===== src/rtl/ti_psg_writer.sv =====
// ti_psg_writer: queues PSG register commands and serialises them onto the
// SN76489-style write bus (latch byte, optional data byte) with READY handshake.
module ti_psg_writer #(
  parameter int FIFO_DEPTH = 4,
  parameter int GAP_CYCLES = 1
) (
  input  logic       CLK,
  input  logic       RST,
  input  logic       CMD_VALID,
  output logic       CMD_READY,
  input  logic [1:0] CMD_CH,
  input  logic       CMD_VOL,
  input  logic [9:0] CMD_VAL,
  input  logic       READY,
  output logic [7:0] D,
  output logic       nWE,
  output logic       nCE,
  output logic       BUSY
);

  localparam int AW = $clog2(FIFO_DEPTH);
  localparam int GW = (GAP_CYCLES > 1) ? $clog2(GAP_CYCLES) : 1;
  localparam logic [AW:0]   DEPTH_CNT = (AW+1)'(FIFO_DEPTH);
  localparam logic [GW-1:0] GAP_LAST  = GW'(GAP_CYCLES - 1);

  typedef struct packed {
    logic [1:0] ch;
    logic       vol;
    logic [9:0] val;
  } cmd_t;

  typedef enum logic [2:0] {
    IDLE, SETUP1, STROBE1, HOLD1, SETUP2, STROBE2, HOLD2
  } state_t;

  // Only tone writes (channels 0-2, not volume) carry the upper period bits.
  function automatic logic two_byte(input cmd_t c);
    return !c.vol && (c.ch != 2'd3);
  endfunction

  // Noise control only has three meaningful bits; bit 3 is forced low.
  function automatic logic [7:0] latch_byte(input cmd_t c);
    logic [3:0] nib;
    nib = (!c.vol && c.ch == 2'd3) ? {1'b0, c.val[2:0]} : c.val[3:0];
    return {1'b1, c.ch, c.vol, nib};
  endfunction

  function automatic logic [7:0] data_byte(input cmd_t c);
    return {2'b00, c.val[9:4]};
  endfunction

  cmd_t          mem [FIFO_DEPTH];
  cmd_t          head, work;
  logic [AW-1:0] wr_ptr, rd_ptr;
  logic [AW:0]   count;
  logic          empty, full, push, pop, ld_data;
  state_t        state, next;
  logic [GW-1:0] gap_cnt;
  logic          gap_done, we_n;

  assign empty     = (count == '0);
  assign full      = (count == DEPTH_CNT);
  assign CMD_READY = !full && !RST;
  assign push      = CMD_VALID && CMD_READY;
  assign head      = mem[rd_ptr];
  assign gap_done  = (gap_cnt == GAP_LAST);
  assign BUSY      = !empty || (state != IDLE);
  assign nWE       = we_n;
  assign nCE       = we_n;

  // Command storage; contents need no reset since occupancy is tracked separately.
  always_ff @(posedge CLK) begin
    if (push) mem[wr_ptr] <= cmd_t'({CMD_CH, CMD_VOL, CMD_VAL});
  end

  // FIFO pointers and occupancy; pointers wrap naturally at the power-of-2 depth.
  always_ff @(posedge CLK) begin
    if (RST) begin
      wr_ptr <= '0;
      rd_ptr <= '0;
      count  <= '0;
    end else begin
      if (push) wr_ptr <= wr_ptr + AW'(1);
      if (pop)  rd_ptr <= rd_ptr + AW'(1);
      case ({push, pop})
        2'b10:   count <= count + (AW+1)'(1);
        2'b01:   count <= count - (AW+1)'(1);
        default: count <= count;
      endcase
    end
  end

  // State register.
  always_ff @(posedge CLK) begin
    if (RST) state <= IDLE;
    else     state <= next;
  end

  // Next-state logic plus pop / data-byte load controls.
  always_comb begin
    next    = state;
    pop     = 1'b0;
    ld_data = 1'b0;
    case (state)
      IDLE: if (!empty) begin
        pop  = 1'b1;
        next = SETUP1;
      end
      SETUP1:  if (READY) next = STROBE1;
      STROBE1: next = HOLD1;
      HOLD1: if (gap_done && READY) begin
        if (two_byte(work)) begin
          next    = SETUP2;
          ld_data = 1'b1;
        end else begin
          next = IDLE;
        end
      end
      SETUP2:  if (READY) next = STROBE2;
      STROBE2: next = HOLD2;
      HOLD2:   if (gap_done && READY) next = IDLE;
      default: next = IDLE;
    endcase
  end

  // Registered bus outputs, working command and post-strobe gap counter.
  always_ff @(posedge CLK) begin
    if (RST) begin
      D       <= 8'h00;
      we_n    <= 1'b1;
      work    <= '0;
      gap_cnt <= '0;
    end else begin
      // Strobe is low exactly for the cycle spent in a STROBE state.
      we_n <= !((next == STROBE1) || (next == STROBE2));
      if (pop) begin
        work <= head;
        D    <= latch_byte(head);
      end else if (ld_data) begin
        D    <= data_byte(work);
      end
      // Count completed cycles while lingering in HOLD; saturate at the target.
      if ((state == HOLD1 || state == HOLD2) && next == state) begin
        if (!gap_done) gap_cnt <= gap_cnt + GW'(1);
      end else begin
        gap_cnt <= '0;
      end
    end
  end

endmodule


===== config.mk =====
export PLATFORM = sky130hd
export DESIGN_NAME = ti_psg_writer
export DESIGN_NICKNAME = d
export VERILOG_FILES = /design/src/rtl/ti_psg_writer.sv
export SDC_FILE = /design/constraint.sdc
export NUM_CORES = 1
export LEC_CHECK = 0
export ABC_AREA = 1
export CAP_MARGIN = 0
export CORE_ASPECT_RATIO = 1.75
export CORE_MARGIN = 5
export CORE_UTILIZATION = 55
export CTS_BUF_LIST = sky130_fd_sc_hd__clkbuf_4 sky130_fd_sc_hd__clkbuf_8
export CTS_CLUSTER_SIZE = 25
export DETAILED_ROUTE_END_ITERATION = 6
export GPL_ROUTABILITY_DRIVEN = 1
export MAX_ROUTING_LAYER = met4
export PLACE_DENSITY = 0.72
export SETUP_SLACK_MARGIN = 0.05
export SLEW_MARGIN = 20
export SYNTH_ARGS = -nofsm -noshare
export SYNTH_HDL_FRONTEND = slang
export SYNTH_SLANG_ARGS = --single-unit

===== constraint.sdc =====
create_clock -name CLK -period 2.8 [get_ports CLK]
set_input_delay 0.28 -clock CLK [delete_from_list [all_inputs] [get_ports CLK]]
set_output_delay 0.28 -clock CLK [all_outputs]
set_load 0.01 [all_outputs]

==> results_dict.tcl, run 1 <==
set metrics [dict create \
    drc 0 \
    startpoint "count[0]" \
    drive_above_1_share_pct 13.0 \
    worstSetupPathDepth 10 \
    cts_tree "done" \
    grt_pass1_wl_um 11000 \
    grt_usage_pct 18.0 \
    place.gp.congestion 0.810 \
    power_mw 3.51 \
    r2r_end "count[2]" \
    start_util_pct 55.7 \
    overflow 0 \
    p_per_area_mw_per_mm2 861 \
    endpoint "count[2]" \
    first_pass_iters 4 \
    cts_resized 0 \
    worst_slack_ns 0.765 \
    ys_warn_count 0 \
    endpoint_kind "flop" \
    min_from "D[7]" \
    core_area_mm2 0.00644 \
    setup_viol 0 \
    row_count 39 \
    rsz0062_at_grt "no" \
    clkTransAtPathRegs_ns 0.08 \
    hold_viol_final 0 \
    leakage_nw 1.61 \
    synth_cell_type_count 26 \
    arrival_ns 2.28 \
    crit_slowest_cell "fa_1" \
    path_cells "inv_1, a31oi_2, nand2_1, ha_1, inv_1, fa_1, a21oi_1, o21ai_0, o21ai_0, a21oi_1" \
    synth_top_area_cell "edfxtp_1" \
    path_delay_family "compound AO/OA/AOI/OAI gates" \
    ir_drop_mv 0.442 \
    outcome "completed" \
    syn2layout_area_growth_pct 13.6 \
    pre_cts_slack_ns 0.522 \
    synth_seq_cells 83 \
    post-cts-setup-buffers 0 \
    slowest_delay_ns 0.38 \
    numCtsBuffers 9 \
    hpwl_um 4660 \
    cp_num_buf_inv 2 \
    dp.cells 468 \
    root_buffer "clkbuf_8" \
    htreeDepth 3 \
    fmax_mhz 491 \
    die_h_um 117 \
    crit_type "reg -> reg" \
    final_cells 483 \
    synth_nets 390 \
    finish.utilization_pct 63.2 \
    antenna_left 0 \
    fp.dieArea_mm2 0.00830 \
    r2r-start "count[0]" \
    drt_iter0_markers 146 \
    fin_nets 420 \
    cts.hold.buffers_added 0 \
    avgSynthCellArea_um2 9.77 \
    placedInstanceArea_mm2 0.00391 \
    io_pins 29 \
    setup_tns_ns 0 \
    antenna_cells 0 \
    min_period_over_period_pct 72.7 \
    synth_top_area_share_pct 43.5 \
    report.final.slew_viol_count 0 \
    vias 2476 \
    maxSlewHeadroom_pct 63.5 \
    period_needed_ns 2.04 \
    finalInstanceArea_mm2 0.00407 \
    tightest_slew_ns 0.547 \
    worst_hold_slack_ns 0.468 \
    die_width_um 71.1 \
    drv_cap 0 \
    finClkSkew_ns 0.00531 \
    io_buffers 28 \
    final_cell_mix "nand2_1 (81), edfxtp_1 (52), nand3_1 (39)" \
    hp-class "reg -> reg" \
    grt_start_max_net_pins 27 \
    wl_per_cell_um 13.8 \
    ff2ff_path_depth 10 \
    clockBufferDepth 2 \
    syn-cell-area_mm2 0.00359 \
    numClockSinks 83 \
    regToRegSetupSlack_ns 0.76 \
    worst-path-max-fanout 7 \
    start_kind "flop" \
    final_common_cell "nand2_1" \
    synth_cells 367 \
    synth_seq_area_share_pct 60.8 \
    wirelength_um 6650 \
    worstPathRequired_ns 3.04 \
    grt_pass1_vias 2384 \
    antenna_found_initial 0 \
    clk_latency_ns 0.35 \
    synth_area_leaders "edfxtp_1 (44%), dfxtp_1 (17%), nand2_1 (8.5%), nand3_1 (5.4%), nor2_1 (4.0%)" \
    viasPerCell 5.13 \
]
-- how the worst min path moves through the flow --
stage / end / depth (start not counted)
floorplan: mem[0][0] / 0
global placement: rd_ptr[1] / 2
detailed placement: D[7] / 2
CTS: D[7] / 2
global route: work[9] / 2
finish: D[7] / 2
-- state kept, by name (all words and copies together), names as in the netlist, named ones only --
name and count:
nCE 1, count 3, gap_cnt 1, D 8, rd_ptr 2, wr_ptr 2, work 9, state 3
mem 52
-- cells by family (layout without fill, tap and decap cells) --
logic type | after synthesis | in the layout | share of synthesized area (%)
adder cells (fa/ha/maj) | 6 | 6 | 2.30
AND/OR/NAND/NOR | 171 | 171 | 20.9
buffers and inverters | 55 | 89 | 7.36
AO/OA/AOI/OAI | 51 | 51 | 8.48
other | 1 | 1 | 0.105
flip-flops | 83 | 83 | 60.8
-- layout make-up --
class / instances / area [um2]
inverter: 38 / 145
clock buffer: 12 / 146
multi-input combinational: 229 / 1140
tap: 82 / 103
timing repair buffer: 36 / 340
clock inverter: 3 / 16.3
fill: 551 / 2370
sequential: 83 / 2180
-- layer usage --
metal	global-route usage, %	share of wire [%]	wire length, um	vias up
li1	-	-	-	1270
met5	-	0	0	-
met3	4.44	3.3	218	11
met2	32.2	54	3620	35
met1	18.7	40	2650	1160
met4	7.53	2.3	153	0
-- Yosys cell counts --
cell and count:
conb_1 1, inv_1 31, nand2_1 81, buf_2 8
o22ai_1 6, o21ai_0 17, fa_1 1, buf_6 4
nand2_4 1, edfxtp_1 52, nor2_4 3, a21oi_2 9
nor2_2 3, ha_1 5, o21ai_1 3, a21oi_1 15
nand3_2 2, nor2_1 38, inv_4 1, a31oi_2 1
buf_4 4, buf_1 1, nand3_1 39, inv_2 6
dfxtp_1 31, nand2_2 4
-- report_power, final --
part | total, mW | internal [mW] | switching, mW
sequential | 1.62 | 1.50 | 0.126
combinational | 1.15 | 0.460 | 0.695
clock | 0.730 | 0.343 | 0.387
-- tightest hold or removal path, delay by kind of cell (launching register included) --
kind | cells | cell delay (ns)
AO/OA/AOI/OAI | 1 | 0.05
flip-flops | 1 | 0.32
AND/OR/NAND/NOR | 1 | 0.06
(Power assumes the default switching activity.)
==> run 2: changes to the inputs <==
- clock period: 2.8 -> 2 ns (I/O delays scaled with it)
==> results_dict.tcl, run 2 (synthesis results as in run 1) <==
set metrics [dict create \
    outcome "completed" \
    finClkSkew_ns 0.0118 \
    use_met2_pct 32.6 \
    placedInstanceArea_mm2 0.00400 \
    min_from "rd_ptr[1]" \
    hold_viol_final 0 \
    p_per_area_mw_per_mm2 1190 \
    endpoint_kind "primary output" \
    worst-path-max-fanout 3 \
    hpwl_um 4740 \
    sequentialPowerShare_pct 45.5 \
    io_pins 29 \
    row_count 39 \
    ff2ff_path_depth 10 \
    vias 2510 \
    drc 0 \
    regMostFlops "mem" \
    start_util_pct 55.7 \
    clkTransAtPathRegs_ns 0.08 \
    cts_tree "done" \
    multi_input_area_mm2 0.00114 \
    start_kind "flop" \
    busiest_layer "met2" \
    r2r-start "count[1]" \
    power_frac_comb_pct 34.0 \
    clk_latency_ns 0.35 \
    crit_type "reg -> out" \
    setup_viol 0 \
    ir_drop_mv 0.596 \
    p_int_mw 3.26 \
    place.gp.congestion 0.925 \
    fillCellCount 567 \
    finalInstanceArea_mm2 0.00418 \
    fin_nets 426 \
    core_area_mm2 0.00644 \
    grt_usage_pct 18.0 \
    worst_hold_slack_ns 0.482 \
    report.final.slew_viol_count 0 \
    wirelength_um 6690 \
    setup_tns_ns 0 \
    rsz0062_at_grt "yes" \
    fp.dieArea_mm2 0.00830 \
    final_common_cell "nand2_1" \
    final_cell_mix "nand2_1 (81), edfxtp_1 (52), nand3_1 (39)" \
    viasPerCell 5.12 \
    antenna_found_initial 0 \
    use_met1_pct 18.2 \
    min_period_over_period_pct 92.4 \
    largest_reg_flops 52 \
    antenna_cells 0 \
    overflow 0 \
    arrival_ns 1.65 \
    antenna_left 0 \
    first_pass_iters 4 \
    power_mw 4.97 \
    switchingPower_mw 1.72 \
    root_buffer "clkbuf_8" \
    die_width_um 71.1 \
    wl_per_cell_um 13.7 \
    grt_start_max_net_pins 27 \
    fmax_mhz 541 \
    period_needed_ns 1.85 \
    seq_area_mm2 0.00218 \
    leakage_nw 1.65 \
    worstPathRequired_ns 1.80 \
    grt_use_met3_pct 4.36 \
    worst_slack_ns 0.152 \
    clockBufferDepth 2 \
    drive_above_1_share_pct 15.2 \
    syn2layout_area_growth_pct 16.4 \
    holdPathStages 2 \
    hp-class "reg -> reg" \
    htreeDepth 3 \
    io_buffers 28 \
    switching_share_pct 34.5 \
    pre_cts_slack_ns -0.0231 \
    startpoint "count[1]" \
    clockPowerShare_pct 20.5 \
    top_regs "mem: 52 flops, work: 9 flops, D: 8 flops" \
    numClockSinks 83 \
    die_h_um 117 \
    numCtsBuffers 9 \
    drv_cap 0 \
    grt_pass1_wl_um 11000 \
    drt_iter0_markers 129 \
    grt_pass1_vias 2495 \
]
run 2: changes by cell type in the layout (fill, tap and decap cells not counted):
cell,change
dfxtp_1,-1
dfxtp_2,+1
buf_12,+4
clkinvlp_4,+1
clkinv_1,-1
inv_1,-1
o21ai_0,-2
clkbuf_4,-1
buf_4,+2
clkinv_2,+2
o21ai_1,+2
inv_2,+1
run 2: cell type report:
| type | count | share of cell area (%) |
|---|---|---|
| tap | 82 | 2.46 |
| multi-input combinational | 229 | 27.3 |
| clock buffer | 11 | 3.33 |
| timing repair buffer | 42 | 10.4 |
| clock inverter | 5 | 0.719 |
| inverter | 38 | 3.48 |
| sequential | 83 | 52.3 |
run 2: power groups by stage:
stage | Combinational (mW) | Sequential [mW] | Clock [mW]
2_1_floorplan | 1.21 | 2.28 | 0
3_3_place_gp | 1.64 | 2.29 | 0
3_5_place_dp | 1.68 | 2.30 | 0
4_1_cts | 1.69 | 2.26 | 1.05
5_1_grt | 1.92 | 2.29 | 1.12
6_report | 1.69 | 2.26 | 1.02
run 2: per-layer routing:
layer / routed length [um] / share of wire [%]
met4: 86 / 1.3
met1: 2750 / 41
met2: 3670 / 55
met3: 180 / 2.7
met5: 0 / 0
run 2: timing repair:
| item | 4_1_cts | 5_1_grt |
|---|---|---|
| resized for setup | 0 | 3 |
| hold buffers | 0 | 0 |
| endpoints found under the setup margin | 0 | 2 |
| setup buffers | 0 | 1 |
run 2: per-stage QoR:
step,std cells,util [%]
floorplan,367,-
global placement,473,62.1
detailed placement,473,62.1
CTS,489,64.7
global route,490,64.8
finish,490,64.8
run 2: path summary, 6_finish.rpt:
kind | slack [ns] | end
worst max-delay path | 0.15 | CMD_READY
worst min-delay path | 0.48 | rd_ptr[1]
worst max register to register | 0.19 | count[2]
worst min register to register | 0.48 | rd_ptr[1]
run 2: critical path, stage by stage, from the launching register on:
cell and delay (ns):
dfxtp_1 0.34, inv_1 0.10, a31oi_2 0.20, buf_4 0.14
clkdlybuf4s50_1 0.53
==> run 3: changes to the inputs <==
- CORE_ASPECT_RATIO: 1.75 -> not set
==> results_dict.tcl, run 3 (synthesis results as in run 1) <==
set metrics [dict create \
    top_regs "mem: 52 flops, work: 9 flops, D: 8 flops" \
    cts.hold.buffers_added 0 \
    antenna_left 0 \
    regMostFlops "mem" \
    power_mw 5.43 \
    fp.dieArea_mm2 0.00824 \
    clockBufferDepth 2 \
    numCtsBuffers 9 \
    report.final.slew_viol_count 0 \
    arrival_ns 1.63 \
    crit_type "reg -> out" \
    fillCellCount 523 \
    placedInstanceArea_mm2 0.00399 \
    hpwl_um 4750 \
    p_int_mw 3.62 \
    io_buffers 28 \
    outcome "completed" \
    final_common_cell "nand2_1" \
    p_per_area_mw_per_mm2 1280 \
    drv_cap 0 \
    viasPerCell 5.21 \
    antenna_cells 0 \
    min_period_over_period_pct 91.4 \
    path_delay_family "buffers and inverters" \
    crit_slowest_cell "clkdlybuf4s50_1" \
    grt_pass1_wl_um 12100 \
    endpoint_kind "primary output" \
    cts_tree "done" \
    hp-class "reg -> reg" \
    hold_viol_final 0 \
    place.gp.congestion 0.941 \
    die_h_um 90.8 \
    grt_start_max_net_pins 27 \
    setup_viol 0 \
    drive_above_1_share_pct 15.9 \
    fin_nets 426 \
    drc 0 \
    cp_num_buf_inv 3 \
    antenna_found_initial 0 \
    worst-path-max-fanout 3 \
    wl_per_cell_um 14.6 \
    switchingPower_mw 1.81 \
    wirelength_um 7060 \
    rsz0062_at_grt "no" \
    clockPowerShare_pct 26.6 \
    root_buffer "clkbuf_8" \
    row_count 29 \
    switching_share_pct 33.3 \
    tightest_slew_ns 0.502 \
    worstPathRequired_ns 1.80 \
    grt_pass1_vias 2478 \
    start_util_pct 56.5 \
    cts_resized 0 \
    die_width_um 90.8 \
    finClkSkew_ns 0.00559 \
    path_cells "inv_2, a31oi_4, buf_4, clkdlybuf4s50_1" \
    start_kind "flop" \
    overflow 0 \
    final_cell_mix "nand2_1 (81), edfxtp_1 (52), nand3_1 (39)" \
    power_frac_comb_pct 31.9 \
    fmax_mhz 547 \
    maxSlewHeadroom_pct 66.5 \
    finalInstanceArea_mm2 0.00425 \
    numClockSinks 83 \
    slowest_delay_ns 0.52 \
    htreeDepth 3 \
    grt_usage_pct 19.2 \
    clk_latency_ns 0.35 \
    first_pass_iters 4 \
    sequentialPowerShare_pct 41.5 \
    syn2layout_area_growth_pct 18.5 \
    leakage_nw 1.69 \
    post-cts-setup-buffers 0 \
    drt_iter0_markers 168 \
    vias 2527 \
    final_cells 485 \
    period_needed_ns 1.83 \
    io_pins 29 \
    clkTransAtPathRegs_ns 0.08 \
    dp.cells 469 \
    largest_reg_flops 52 \
    core_area_mm2 0.00635 \
    ir_drop_mv 0.909 \
]
==> run 3: changes by cell type in the layout (fill, tap and decap cells not counted), sizes merged <==
| cell | before | now |
|---|---|---|
| inv | 38 | 40 |
| bufinv | 0 | 3 |
| clkbuf | 11 | 9 |
| clkinvlp | 2 | 0 |
| clkinv | 3 | 2 |
==> run 3: final cells by class <==
cell class	instances	area (um2)	share of cell area [%]
flip-flops and latches	83	2180	51.4
well taps	77	96.3	2.27
clock buffers	9	124	2.91
repair buffers	42	423	9.95
inverters	38	145	3.41
clock inverters	7	124	2.91
multi-input cells	229	1160	27.2
==> run 3: power groups by stage <==
stage	Sequential, mW	Combinational, mW	Clock (mW)
final	2.25	1.73	1.44
after global placement	2.28	1.66	0
after global routing	2.28	1.96	1.56
after detailed placement	2.28	1.70	0
after CTS	2.25	1.71	1.47
after floorplan	2.28	1.21	0
==> run 3: worst paths after layout <==
path	startpoint	to	slack, ns	depth (start not counted)
max	count[1]	CMD_READY	0.17	4
min	D[7]	D[7]	0.47	2
max reg2reg	count[1]	count[2]	0.21	11
min reg2reg	D[7]	D[7]	0.47	2
==> run 3: through the flow <==
stage          hold slack [ns]  TNS [ns]  worst slack, ns  utilization [%]
4_1_cts                  0.472         0            0.103             66.7
6_report                 0.468         0            0.172             67.0
2_1_floorplan            0.299         0           0.0610                -
3_3_place_gp             0.449         0           0.0436             62.8
3_5_place_dp             0.458   -0.0289          -0.0289             62.8
5_1_grt                  0.465         0           0.0579             67.0
==> run 3: worst min-delay path: stages, from the launching register on <==
cell and delay [ns]:
dfxtp_1 0.32, nand2_1 0.06, a21oi_1 0.05
==> run 3: routing by layer <==
metal  part of all wire, %  up-vias  track usage [%]
li1                      -     1284                -
met4                   1.9        0             6.70
met1                    45     1166             23.7
met2                    48       64             30.6
met5                     0        -                -
met3                   5.1       13             5.25
==> RTL change: new RTL, config.mk and constraints of run 3 <==
Reset style: asynchronous (`RST`), changed in 3 clocked blocks.
--- a/src/rtl/ti_psg_writer.sv
+++ b/src/rtl/ti_psg_writer.sv
@@ -74,7 +74,7 @@
   end
 
   // FIFO pointers and occupancy; pointers wrap naturally at the power-of-2 depth.
-  always_ff @(posedge CLK) begin
+  always_ff @(posedge CLK or posedge RST) begin
     if (RST) begin
       wr_ptr <= '0;
       rd_ptr <= '0;
@@ -91,7 +91,7 @@
   end
 
   // State register.
-  always_ff @(posedge CLK) begin
+  always_ff @(posedge CLK or posedge RST) begin
     if (RST) state <= IDLE;
     else     state <= next;
   end
@@ -124,7 +124,7 @@
   end
 
   // Registered bus outputs, working command and post-strobe gap counter.
-  always_ff @(posedge CLK) begin
+  always_ff @(posedge CLK or posedge RST) begin
     if (RST) begin
       D       <= 8'h00;
       we_n    <= 1'b1;
Behaviour: differs if RST is asserted again (counterexample within 4 cycles, from zero or initial values and one cycle with RST high); with RST held inactive, the same outputs for 10 cycles.
==> RTL change against run 3 <==
  * Sequential cell count shrank 3
  * Sequential power grew 7%
  * Worst setup slack lost 9.1 ps
  * Global-route usage shrank 0.87 points
  * Total power grew 11%
  * Synthesized area shrank 6.2%
  * Design area shrank 4.9%
  * Wire length shrank 11%
  * Clock skew grew 5.8 ps
  * Largest cell class unchanged
  * Largest power group unchanged
==> RTL change: results (changes against run 3) <==
status: complete, no violations (unchanged)
PwrDens: 1490 nW/um^2 (was 1280 nW/um^2)
syn_area_per_cell: 11.4 um^2 (was 9.77 um^2)
fill cell count: 446 (was 523)
placed insts: 397 (was 469)
Post-synth top cells: 57 x nand2_1, 52 x edfxtp_1, 29 x inv_1 (was 81 x nand2_1, 52 x edfxtp_1, 39 x nand3_1)
Placeable Area: 5920 um^2 (was 6350 um^2)
worst r2r src: state[2] (was count[1])
M3 GR Usage: 3.35% (was 5.25%)
area post-placement: 3770 um^2 (was 3990 um^2)
top cell type's share of synthesized area: 46.4% (was 43.5%)
Min Hold Slack: 257 ps (was 468 ps)
reg-to-reg slack, setup: 160 ps (was 210 ps)
library cells used by synthesis: 32 (was 26)
Pleak: 1.63 nW (was 1.69 nW)
pin count of the biggest net entering global routing: 29 (was 27)
DRT Wirelength: 6260 um (was 7060 um)
CP Capture Type: flop (was output port)
Multi-input gate area: 903 um^2 (was 1160 um^2)
Slowest-stage cell, CP: dfrtp_1 (was clkdlybuf4s50_1)
Adder-Cell Fraction of Synth Area: 2.45% (was 2.30%)
all-layer global routing usage: 18.4% (was 19.2%)
met3 wire len: 269 um (was 359 um)
clk cell area share: 6.04% (was 5.83%)
vias in the first global route: 2086 (was 2478)
Worst Clk Skew: 11.3 ps (was 5.59 ps)
Post-Synth XOR/XNOR Area: 1.04% (was 0%)
layout net count: 358 (was 426)
nonclk buf count: 40 (was 42)
==> RTL change: changes by cell type after synthesis, sizes merged, moves of 14 or more <==
cell,delta
a21oi,-18
nand2,-26
dfxtp,-31
nor2,-14
dfrtp,+27
nand3,-26
==> RTL change: where the power goes <==
| group | switching (mW) | total [mW] | leakage, nW | internal [mW] |
|---|---|---|---|---|
| Sequential | 0.224 | 2.40 | 0.806 | 2.18 |
| Combinational | 1.32 | 2.19 | 0.702 | 0.870 |
| Clock | 0.595 | 1.43 | 0.119 | 0.831 |
==> RTL change: critical path, delay by kind of cell, from the launching register on <==
| kind | cells | cell delay [ps] |
|---|---|---|
| xor+xnor | 1 | 140 |
| simple gates | 2 | 100 |
| compound gates | 2 | 240 |
| flops | 1 | 470 |
| fa+ha+maj | 2 | 480 |
| buf+inv | 4 | 300 |
